==> src/rtl/main_control_fsm.sv <==
// main_control_fsm: multi-cycle main control unit for the RV32I-subset datapath.
// Sequences FETCH/DECODE/EXEC/MEM/WB, drives datapath enables and the 2-bit aluOp
// consumed by the ALU control stage, and counts retired instructions.
module main_control_fsm #(
   parameter int unsigned USE_MEM_READY = 1,
   parameter int unsigned RET_CNT_W     = 32
) (
   input  logic                 clk,
   input  logic                 reset,
   input  logic [6:0]           opcode,
   input  logic                 mem_ready,
   output logic                 ir_write,
   output logic                 pc_write,
   output logic                 pc_write_cond,
   output logic                 mem_read,
   output logic                 mem_write,
   output logic                 i_or_d,
   output logic                 alu_src_b,
   output logic [1:0]           aluOp,
   output logic                 mem_to_reg,
   output logic                 reg_write,
   output logic                 illegal_op,
   output logic [RET_CNT_W-1:0] instr_retired,
   output logic [3:0]           state
);

   typedef enum logic [3:0] {
      FETCH     = 4'd0,
      DECODE    = 4'd1,
      MEM_ADDR  = 4'd2,
      MEM_READ  = 4'd3,
      MEM_WB    = 4'd4,
      MEM_WRITE = 4'd5,
      EXEC_R    = 4'd6,
      EXEC_I    = 4'd7,
      ALU_WB    = 4'd8,
      BRANCH    = 4'd9
   } state_t;

   localparam logic [6:0] OP_R    = 7'b0110011;
   localparam logic [6:0] OP_LW   = 7'b0000011;
   localparam logic [6:0] OP_SW   = 7'b0100011;
   localparam logic [6:0] OP_BEQ  = 7'b1100011;
   localparam logic [6:0] OP_ADDI = 7'b0010011;

   state_t cur, nxt;

   logic       rdy;
   logic       op_r, op_lw, op_sw, op_beq, op_addi;
   logic       retire;
   logic       illegal_nxt;
   logic [1:0] hold_aluop;
   logic       hold_srcb;

   // raw enables before the reset gate
   logic ir_write_c, pc_write_c, pc_write_cond_c;
   logic mem_read_c, mem_write_c, reg_write_c;

   // Effective handshake: with USE_MEM_READY=0 memory always completes in one cycle
   generate
      if (USE_MEM_READY != 0) begin : g_rdy
         assign rdy = mem_ready;
      end else begin : g_no_rdy
         assign rdy = 1'b1;
      end
   endgenerate

   // Opcode class decode
   always_comb begin
      op_r    = (opcode == OP_R);
      op_lw   = (opcode == OP_LW);
      op_sw   = (opcode == OP_SW);
      op_beq  = (opcode == OP_BEQ);
      op_addi = (opcode == OP_ADDI);
   end

   // State register
   always_ff @(posedge clk) begin
      if (reset) begin
         cur <= FETCH;
      end else begin
         cur <= nxt;
      end
   end

   // Next-state, retire strobe, illegal detect and state-decoded outputs
   always_comb begin
      nxt             = FETCH;
      retire          = 1'b0;
      illegal_nxt     = 1'b0;
      ir_write_c      = 1'b0;
      pc_write_c      = 1'b0;
      pc_write_cond_c = 1'b0;
      mem_read_c      = 1'b0;
      mem_write_c     = 1'b0;
      reg_write_c     = 1'b0;
      i_or_d          = 1'b0;
      alu_src_b       = 1'b0;
      aluOp           = 2'b00;
      mem_to_reg      = 1'b0;

      case (cur)
         FETCH: begin
            mem_read_c = 1'b1;
            ir_write_c = rdy;
            pc_write_c = rdy;
            nxt        = rdy ? DECODE : FETCH;
         end
         DECODE: begin
            // ALU control registers its output, so aluOp is driven a cycle early here
            if (op_lw || op_sw) begin
               aluOp     = 2'b00;
               alu_src_b = 1'b1;
               nxt       = MEM_ADDR;
            end else if (op_r) begin
               aluOp     = 2'b10;
               alu_src_b = 1'b0;
               nxt       = EXEC_R;
            end else if (op_addi) begin
               aluOp     = 2'b11;
               alu_src_b = 1'b1;
               nxt       = EXEC_I;
            end else if (op_beq) begin
               aluOp     = 2'b01;
               alu_src_b = 1'b0;
               nxt       = BRANCH;
            end else begin
               illegal_nxt = 1'b1;
               nxt         = FETCH;
            end
         end
         MEM_ADDR: begin
            aluOp     = 2'b00;
            alu_src_b = 1'b1;
            if (op_lw) begin
               nxt = MEM_READ;
            end else if (op_sw) begin
               nxt = MEM_WRITE;
            end else begin
               nxt = FETCH;
            end
         end
         MEM_READ: begin
            mem_read_c = 1'b1;
            i_or_d     = 1'b1;
            nxt        = rdy ? MEM_WB : MEM_READ;
         end
         MEM_WB: begin
            reg_write_c = 1'b1;
            mem_to_reg  = 1'b1;
            retire      = 1'b1;
            nxt         = FETCH;
         end
         MEM_WRITE: begin
            mem_write_c = 1'b1;
            i_or_d      = 1'b1;
            retire      = rdy;
            nxt         = rdy ? FETCH : MEM_WRITE;
         end
         EXEC_R: begin
            aluOp     = 2'b10;
            alu_src_b = 1'b0;
            nxt       = ALU_WB;
         end
         EXEC_I: begin
            aluOp     = 2'b11;
            alu_src_b = 1'b1;
            nxt       = ALU_WB;
         end
         ALU_WB: begin
            // ALU settings come from the hold register, not opcode
            aluOp       = hold_aluop;
            alu_src_b   = hold_srcb;
            reg_write_c = 1'b1;
            mem_to_reg  = 1'b0;
            retire      = 1'b1;
            nxt         = FETCH;
         end
         BRANCH: begin
            aluOp           = 2'b01;
            alu_src_b       = 1'b0;
            pc_write_cond_c = 1'b1;
            retire          = 1'b1;
            nxt             = FETCH;
         end
         default: begin
            nxt = FETCH;
         end
      endcase
   end

   // Enables are forced low for as long as reset is asserted
   always_comb begin
      ir_write      = ir_write_c      & ~reset;
      pc_write      = pc_write_c      & ~reset;
      pc_write_cond = pc_write_cond_c & ~reset;
      mem_read      = mem_read_c      & ~reset;
      mem_write     = mem_write_c     & ~reset;
      reg_write     = reg_write_c     & ~reset;
   end

   // Hold the EXEC ALU settings so ALU_WB keeps driving them without re-decoding opcode
   always_ff @(posedge clk) begin
      if (reset) begin
         hold_aluop <= 2'b00;
         hold_srcb  <= 1'b0;
      end else if (cur == EXEC_R) begin
         hold_aluop <= 2'b10;
         hold_srcb  <= 1'b0;
      end else if (cur == EXEC_I) begin
         hold_aluop <= 2'b11;
         hold_srcb  <= 1'b1;
      end
   end

   // One-cycle registered illegal-opcode pulse
   always_ff @(posedge clk) begin
      if (reset) begin
         illegal_op <= 1'b0;
      end else begin
         illegal_op <= illegal_nxt;
      end
   end

   // Retired-instruction counter, wraps naturally at 2^RET_CNT_W
   always_ff @(posedge clk) begin
      if (reset) begin
         instr_retired <= '0;
      end else if (retire) begin
         instr_retired <= instr_retired + RET_CNT_W'(1);
      end
   end

   assign state = cur;

endmodule

==> config.mk <==
export PLATFORM = sky130hd
export DESIGN_NAME = main_control_fsm
export DESIGN_NICKNAME = d
export VERILOG_FILES = /design/src/rtl/main_control_fsm.sv
export SDC_FILE = /design/constraint.sdc
export NUM_CORES = 1
export LEC_CHECK = 0
export ABC_CLOCK_PERIOD_IN_PS = 4800
export CAP_MARGIN = 20
export CORE_MARGIN = 2
export CORE_UTILIZATION = 35
export DETAILED_ROUTE_END_ITERATION = 16
export PLACE_DENSITY = 0.59
export REMOVE_ABC_BUFFERS = 1
export SLEW_MARGIN = 25
export SYNTH_ARGS = -nofsm -noshare
export SYNTH_HDL_FRONTEND = slang
export SYNTH_SLANG_ARGS = --single-unit
==> constraint.sdc <==
create_clock -name clk -period 4.8 [get_ports clk]
set_input_delay 0.72 -clock clk [delete_from_list [all_inputs] [get_ports clk]]
set_output_delay 0.72 -clock clk [all_outputs]
set_load 0.02 [all_outputs]
==> flow_metrics.tcl <==
set metrics [dict create \
    status "completed" \
    die_w_um 81.50 \
    p_int_uw 509.0 \
    cts-root-buf "clkbuf_8" \
    layout_commonest_cell "clkdlybuf4s50_1" \
    peakVddDrop_uv 103.6 \
    clkPwrFrac 0.439 \
    slowest_delay_ns 0.60 \
    combPwrFrac 0.055 \
    total_leakage_power_nw 0.8700 \
    hp-class "flop to flop" \
    syn-cell-area_mm2 0.002102 \
    crit_path_end_kind "output port" \
    tns_ns 0 \
    switching_power_uw 137.4 \
    grt_overflow 0 \
    avgSynthCellArea_um2 8.116 \
    power_density_mw_per_mm2 227.8 \
    antenna_cells 0 \
    antenna_found_initial 0 \
    rsz0062_at_grt "false" \
    area_delta_synth_final_pct 35.00 \
    crit_arrival_ns 2.91 \
    num_io_pins 58 \
    final-hold-violation-count 0 \
    cp_slowest_cell "clkdlybuf4s50_1" \
    async_flop_share 0 \
    clock_sinks 39 \
    syn_inst 259 \
    drc 0 \
    routed_wl_um 5108 \
    dr.first_iter.drc_count 102 \
    htree_levels 2 \
    cts_resized 0 \
    worst_ep_required_time_ns 4.08 \
    startpoint_type "input pin" \
    hold_buffers 0 \
    viasPerCell 5.214 \
    cts_buffer_depth 2 \
    ys_warn_count 0 \
    tightest_slew_ns 0.5990 \
    period_minus_slack_ns 3.634 \
    seq_area_frac_synth 0.3714 \
    fin_skew_ns 0.005928 \
    gp_congestion 0.7783 \
    rows 28 \
    dp_hpwl_um 3561 \
    finish.utilization 0.4850 \
    grt_usage 0.1646 \
    slew_headroom 0.5952 \
    grt_pass1_wl_um 8638 \
    clk_pin_slew_ns 0.07 \
    portBuffers 57 \
    synthFlopType "dfxtp_1" \
    num_vias 2018 \
    final_area_mm2 0.002838 \
    dieHeight_um 81.50 \
    fmax_ghz 0.2752 \
    worstHoldEndpoint "hold_srcb" \
    core_mm2 0.005851 \
    r2r_cells 6 \
    drv_slew 0 \
    rr_startpoint "state[2]" \
    cts_tree "built" \
    mostFrequentLayoutCells "clkdlybuf4s50_1, dfxtp_1, nor2_1, xnor2_1, nand2_1" \
    drtAntennaViolNets 0 \
    synth_cell_types 47 \
    r2r-end "instr_retired[25]" \
    p_sw_frac 0.2126 \
    cts_made_buffers 5 \
    p_seq_frac 0.505 \
    clk_latency_ns 0.29 \
    path_cells "clkdlybuf4s50_1 > nor4bb_1 > or3b_2 > nand3_1 > clkdlybuf4s50_1" \
    grt_max_degree 37 \
    setup-violations-final 0 \
    regToRegSetupSlack_ns 2.28 \
    grt_pass1_vias 1857 \
    drive_above_1_share 0.06731 \
    min_path_cells 2 \
    cpMostUsedCell "clkdlybuf4s50_1" \
    final_nets 322 \
    cp_max_fo 4 \
    post_drt_wl_per_cell_um 13.20 \
    cap_violations 0 \
    initial_core_util 0.3593 \
    post_cts.repair.setup_buffers 0 \
    hp-start "hold_srcb" \
    ys_seq_elements 39 \
    synth_edf_count 0 \
    dr.pass1.iters 4 \
    crit_type "input pin to output port" \
    dpl_cell_area_mm2 0.002720 \
    post-route-period-util 0.7570 \
    floorplan.die_area_mm2 0.006641 \
]
cells by family after synthesis:
| logic type | after synthesis | synth area share |
|---|---|---|
| buffers and inverters | 20 | 0.04167 |
| muxes | 5 | 0.02559 |
| and+or+nand+nor | 135 | 0.3589 |
| AOI/OAI and AO/OA | 38 | 0.1089 |
| xor gates and xnor gates | 21 | 0.08750 |
| adders and majority gates | 1 | 0.005951 |
| DFF | 39 | 0.3714 |
flip-flops by register name, summed over array words and instances (netlist names):
register       count
hold_aluop         1
hold_srcb          1
illegal_op         1
instr_retired     32
state              4
Yosys cell counts, types with 2 or more instances:
cell type  count  share of area
nor3b_1        2         0.0071
mux2_1         2          0.011
inv_1          5         0.0089
dfxtp_1       39           0.37
buf_1          2         0.0036
nor4bb_1       2         0.0095
nand2_1       18          0.032
or3_1          9          0.027
nor4_1        11          0.033
a21oi_1       16          0.038
nand4_1        7          0.021
mux2i_1        2         0.0095
nor3_1        10          0.024
or4_4          2          0.011
nand3b_1       3          0.011
and4_1         3          0.013
xnor2_1       20          0.083
nor2b_1        3         0.0089
nor2_1        33          0.059
nand2b_1       8          0.024
o21ai_0       11          0.026
or4_1          2         0.0071
nor4_2         2          0.012
or2_2          2         0.0060
clkbuf_1      10          0.018
nand3_1       12          0.029
nor4b_1        3          0.013
worst max-delay path by stage:
stage | from | endpoint | slack (ns)
2_1_floorplan | state[1] | ir_write | 1.91
3_3_place_gp | opcode[0] | aluOp[0] | 1.21
3_5_place_dp | opcode[0] | aluOp[0] | 1.17
4_1_cts | opcode[0] | aluOp[0] | 1.16
5_1_grt | opcode[0] | aluOp[0] | 1.04
6_report | opcode[0] | aluOp[0] | 1.17
critical path: cells and delay by family:
family,cells,cell delay [ns]
and+or+nand+nor,3,1.15
buffers and inverters,2,1.04
power groups by stage:
stage / clock network (mW) / logic, mW / registers (mW)
floorplan: 0 / 0.0120 / 0.335
global placement: 0 / 0.0361 / 0.334
detailed placement: 0 / 0.0360 / 0.334
CTS: 0.295 / 0.0362 / 0.326
global route: 0.308 / 0.0385 / 0.327
finish: 0.284 / 0.0358 / 0.327
area by class of cell:
| type | count | area, µm² |
|---|---|---|
| Inverter | 5 | 18.77 |
| Sequential cell | 39 | 780.7 |
| Multi-Input combinational cell | 200 | 1234 |
| Tap cell | 75 | 93.84 |
| Timing Repair Buffer | 60 | 593.1 |
| Fill cell | 593 | 3013 |
| Clock inverter | 2 | 35.03 |
| Clock buffer | 6 | 82.58 |
stage by stage:
stage	hold WS [ns]	setup slack, ns	std cells	power (mW)
3_3_place_gp	0.4663	1.207	379	0.3704
3_5_place_dp	0.4771	1.168	379	0.3702
4_1_cts	0.4884	1.160	387	0.6575
6_report	0.4837	1.166	387	0.6464
5_1_grt	0.5052	1.035	387	0.6737
2_1_floorplan	0.4366	1.905	244	0.3468
per-layer routing:
layer / up-vias / part of all wire / track usage / wire length [µm]
met5: - / 0 / 0 / 0
met4: 0 / 0.0098 / 0.04576 / 50
met3: 5 / 0.045 / 0.03407 / 229
met2: 64 / 0.47 / 0.2672 / 2412
met1: 913 / 0.47 / 0.2212 / 2417
li1: 1036 / - / - / -
Note: power is estimated with default switching activity, not from simulation.
